==> src/rtl/input_conditioner.sv <==
// Synchronise, debounce and frame-latch active-low player buttons for game_logic.
// Latency: raw edge -> stb in 2+DEBOUNCE_CYCLES clk; stb -> held/pressed at next vsync fall +1 clk.
// Backpressure: none; free-running per-cycle pipeline, outputs always valid.
module input_conditioner #(
    parameter int NUM_BUTTONS     = 5,
    parameter int DEBOUNCE_CYCLES = 250000,
    parameter int CNT_WIDTH       = 18
) (
    input  logic                   clk,
    input  logic                   reset,
    input  logic [NUM_BUTTONS-1:0] p1_raw,
    input  logic [NUM_BUTTONS-1:0] p2_raw,
    input  logic                   vsync,
    output logic [NUM_BUTTONS-1:0] p1_held,
    output logic [NUM_BUTTONS-1:0] p2_held,
    output logic [NUM_BUTTONS-1:0] p1_pressed,
    output logic [NUM_BUTTONS-1:0] p2_pressed,
    output logic                   frame_tick
);

    localparam int                   NUM_BITS = 2 * NUM_BUTTONS;
    localparam logic [CNT_WIDTH-1:0] CNT_LAST = CNT_WIDTH'(DEBOUNCE_CYCLES - 1);

    // Both players share one vector: player 1 in the low half, player 2 in the high half.
    logic [NUM_BITS-1:0] raw_meta;
    logic [NUM_BITS-1:0] raw_sync;
    logic [NUM_BITS-1:0] sync_act;
    logic [NUM_BITS-1:0] stb;

    always_ff @(posedge clk) begin
        if (reset) begin
            raw_meta <= '1;
            raw_sync <= '1;
        end else begin
            raw_meta <= {p2_raw, p1_raw};
            raw_sync <= raw_meta;
        end
    end

    assign sync_act = ~raw_sync;

    // A bit is only accepted after it disagrees with stb for DEBOUNCE_CYCLES straight cycles.
    for (genvar g = 0; g < NUM_BITS; g++) begin : g_deb
        logic                 stb_q;
        logic [CNT_WIDTH-1:0] cnt_q;

        always_ff @(posedge clk) begin
            if (reset) begin
                stb_q <= 1'b0;
                cnt_q <= '0;
            end else if (sync_act[g] == stb_q) begin
                cnt_q <= '0;
            end else if (cnt_q == CNT_LAST) begin
                stb_q <= sync_act[g];
                cnt_q <= '0;
            end else begin
                cnt_q <= cnt_q + 1'b1;
            end
        end

        assign stb[g] = stb_q;
    end

    logic                vsync_d;
    logic                boundary;
    logic [NUM_BITS-1:0] held_q;
    logic [NUM_BITS-1:0] pressed_q;
    logic                tick_q;

    assign boundary = vsync_d & ~vsync;

    // held_q on the right of the pressed update is the previous frame's value.
    always_ff @(posedge clk) begin
        if (reset) begin
            vsync_d   <= 1'b1;
            held_q    <= '0;
            pressed_q <= '0;
            tick_q    <= 1'b0;
        end else begin
            vsync_d <= vsync;
            tick_q  <= boundary;
            if (boundary) begin
                pressed_q <= stb & ~held_q;
                held_q    <= stb;
            end
        end
    end

    assign p1_held    = held_q[NUM_BUTTONS-1:0];
    assign p2_held    = held_q[NUM_BITS-1:NUM_BUTTONS];
    assign p1_pressed = pressed_q[NUM_BUTTONS-1:0];
    assign p2_pressed = pressed_q[NUM_BITS-1:NUM_BUTTONS];
    assign frame_tick = tick_q;

endmodule
==> config.mk <==
export PLATFORM = sky130hd
export DESIGN_NAME = input_conditioner
export DESIGN_NICKNAME = d
export VERILOG_FILES = /design/src/rtl/input_conditioner.sv
export SDC_FILE = /design/constraint.sdc
export NUM_CORES = 1
export LEC_CHECK = 0
export ABC_AREA = 1
export CORE_MARGIN = 1
export CORE_UTILIZATION = 43
export DETAILED_ROUTE_END_ITERATION = 6
export HOLD_SLACK_MARGIN = 0.08
export PLACE_DENSITY = 0.69
export SLEW_MARGIN = 40
export SYNTH_ARGS = -nofsm -noshare
export SYNTH_HDL_FRONTEND = slang
export SYNTH_SLANG_ARGS = --single-unit
export TNS_END_PERCENT = 5
==> constraint.sdc <==
create_clock -name clk -period 3.3 [get_ports clk]
set_input_delay 0.99 -clock clk [delete_from_list [all_inputs] [get_ports clk]]
set_output_delay 0.99 -clock clk [all_outputs]
set_load 0.01 [all_outputs]
==> flow_metrics.tcl <==
set metrics [dict create \
    setup_tns_ns 0 \
    hold_start "raw_meta[7]" \
    skew_ns 0.00800 \
    diodes 0 \
    pwr-share-comb_pct 1.4 \
    cts_buffer_depth 3 \
    synth_edf_count 0 \
    layout_commonest_cell "nand2_1" \
    fin_cells 1964 \
    antenna_found_initial 0 \
    totalWireLength_mm 21.6 \
    cp_num_buf_inv 1 \
    synth.top_cell.area_share_pct 42.7 \
    status "finished, final reports clean" \
    peakVddDrop_uv 392 \
    dpl-instance-area_sq_um 11500 \
    synth_top_family_by_area "simple AND/OR/NAND/NOR gates" \
    hp-class "flip-flop to flip-flop" \
    clock-sinks 232 \
    crit_type "flip-flop to output pin" \
    hpwlAfterDp_mm 15.5 \
    critical_path.cell_chain "clkdlybuf4s50_1" \
    cts_max_level 1 \
    p_sw_share_pct 19.5 \
    final_cell_mix "402 x nand2_1, 339 x nor2_1, 232 x dfxtp_1, 164 x inv_1, 95 x a21oi_1" \
    synth_area_leaders "dfxtp_1 43%, nand2_1 14%, nor2_1 12%" \
    reg2regPathDepth 8 \
    clk_pin_slew_worst_paths_ns 0.06 \
    ys_seq_elements 232 \
    insertion_delay_ns 0.52 \
    p_clk_share_pct 51.7 \
    ys_seq_area_share_pct 42.7 \
    post_cts_buffers 0 \
    crit_family "buffers and inverters" \
    seq_power_share_pct 46.9 \
    area_delta_synth_final_pct 14.0 \
    yosys_warnings 0 \
    cp-start-kind "flip-flop" \
    synth_xor_area_share_pct 5.31 \
    vias 9339 \
    maxCapViolCount 0 \
    cp_slowest_cell "clkdlybuf4s50_1" \
    worst-path-stages 1 \
    crit_arrival_ns 1.51 \
    synth-simple-area-share_pct 36.1 \
    grt_pass1_vias 8743 \
    place_ws_ns 0.876 \
    post-place-cells 1919 \
    async_flop_share_pct 0 \
    power.density_nw_per_um2 486 \
    cp_slowest_stage_delay_ns 0.62 \
    grt_max_degree 31 \
    slew-limit-headroom_pct 66.6 \
    core_area_sq_um 24500 \
    tritoncts.num_buffers 26 \
    crit_fanout 3 \
    post_drt_wl_per_cell_um 11.0 \
    cts_repair_resize_count 0 \
    crit_start "held_q[1]" \
    clock-root-buffer "clkbuf_16" \
    overflow 0 \
    synth_fa_ha_area_share_pct 1.15 \
    cts_tree "yes" \
    regToRegEndpoint "g_deb[9].cnt_q[9]" \
    design_area_sq_um 12400 \
    synth_area_leader_cell "dfxtp_1" \
    synth_cell_type_count 33 \
    p_int_mw 4.85 \
    drive_gt1_share_pct 7.32 \
    drt-pass1-iter-count 6 \
    hold_viol 0 \
    fillers 2392 \
    postRouteAntennaNets 0 \
    drcViolationCount 0 \
    grt_pass1_wl_mm 38.4 \
    die_area_sq_um 25900 \
    synth_ff_type "dfxtp_1" \
    portBuffers 33 \
    start_util_pct 44.3 \
    synth_area_sq_um 10900 \
    synthMuxAreaShare_pct 0 \
    p_sw_mw 1.18 \
    setup_slack_ns 0.801 \
    netlist_instances 1578 \
    drtIter0Drc 512 \
    synth-compound-area-share_pct 7.53 \
    setup_viol 0 \
    end_kind "output pin" \
    hold_buffers 0 \
    num-nets-final 1646 \
    power_leakage_nw 4.02 \
    die_width_um 161 \
    max_freq_mhz 400 \
    gp_congestion 0.844 \
    rsz0062_at_grt "no" \
    rr_startpoint "g_deb[9].cnt_q[0]" \
    avgViaCountPerCell 4.76 \
    r2r_setup_slack_ns 1.63 \
    synth.avg_cell_area_sq_um 6.89 \
    tightest_slew_ns 0.497 \
    min_period_ns 2.50 \
    fin_util_pct 50.6 \
    total_power_mw 6.03 \
    slew_viol_final 0 \
    num_rows 57 \
    required_ns 2.31 \
    track_usage_pct 17.1 \
    period_share_pct 75.7 \
    die_y_um 161 \
    hold_ws_ns 0.408 \
    synth_nets 1601 \
    io_pins 34 \
    crit_end "p1_held[1]" \
]
cell type report:
type	instances	area [sq um]	area share (%)
Inverter	170	639	5.15
Clock buffer	36	729	5.88
Multi-Input combinational cell	1158	5450	43.9
Clock inverter	9	195	1.57
Timing Repair Buffer	35	340	2.74
Sequential cell	232	4640	37.4
Tap cell	324	405	3.27
worst min-delay path by stage:
| stage | end | slack (ns) | cells past startpoint |
|---|---|---|---|
| 6_report | raw_sync[7] | 0.41 | 1 |
| 3_3_place_gp | raw_sync[7] | 0.39 | 1 |
| 5_1_grt | raw_sync[9] | 0.43 | 1 |
| 4_1_cts | raw_sync[7] | 0.41 | 1 |
| 3_5_place_dp | raw_sync[7] | 0.39 | 1 |
| 2_1_floorplan | raw_sync[0] | 0.39 | 1 |
state kept, by name, summed over array words and instances (netlist names):
| name | flops |
|---|---|
| raw_meta | 10 |
| g_deb.stb_q | 10 |
| g_deb.cnt_q | 180 |
| held_q | 10 |
| frame_tick | 1 |
| vsync_d | 1 |
| raw_sync | 10 |
| pressed_q | 10 |
power by group through the flow:
stage	combinational (mW)	sequential (mW)	clock [mW]
final	0.0816	2.83	3.12
after global routing	0.0919	2.83	3.30
after CTS	0.0830	2.83	3.18
after detailed placement	0.0827	2.89	0
after global placement	0.0812	2.89	0
after floorplan	0.0567	2.88	0
Yosys cell counts, types with 11 or more instances:
cell type    n
o21ai_0     39
nor3_1      17
nand4_1     24
nand3_1     66
nor2_1     339
nand2_1    402
or2_2       41
xnor2_1     13
dfxtp_1    232
inv_1      164
nor2_2      11
xor2_1      53
a21oi_1     95
routing by layer:
| layer | track usage [%] | vias up | part of all wire (%) |
|---|---|---|---|
| met3 | 2.70 | 41 | 3.8 |
| li1 | - | 5008 | - |
| met2 | 28.7 | 119 | 44 |
| met4 | 5.53 | 0 | 3.0 |
| met5 | 0 | - | 0 |
| met1 | 22.4 | 4171 | 49 |
cells by family (layout without fill, tap and decap cells):
group,count (synthesis),after routing
compound gates,151,151
xor+xnor,66,66
fa+ha+maj,10,10
buf+inv,188,250
flops,232,232
simple gates,931,931
(Power assumes the default switching activity.)
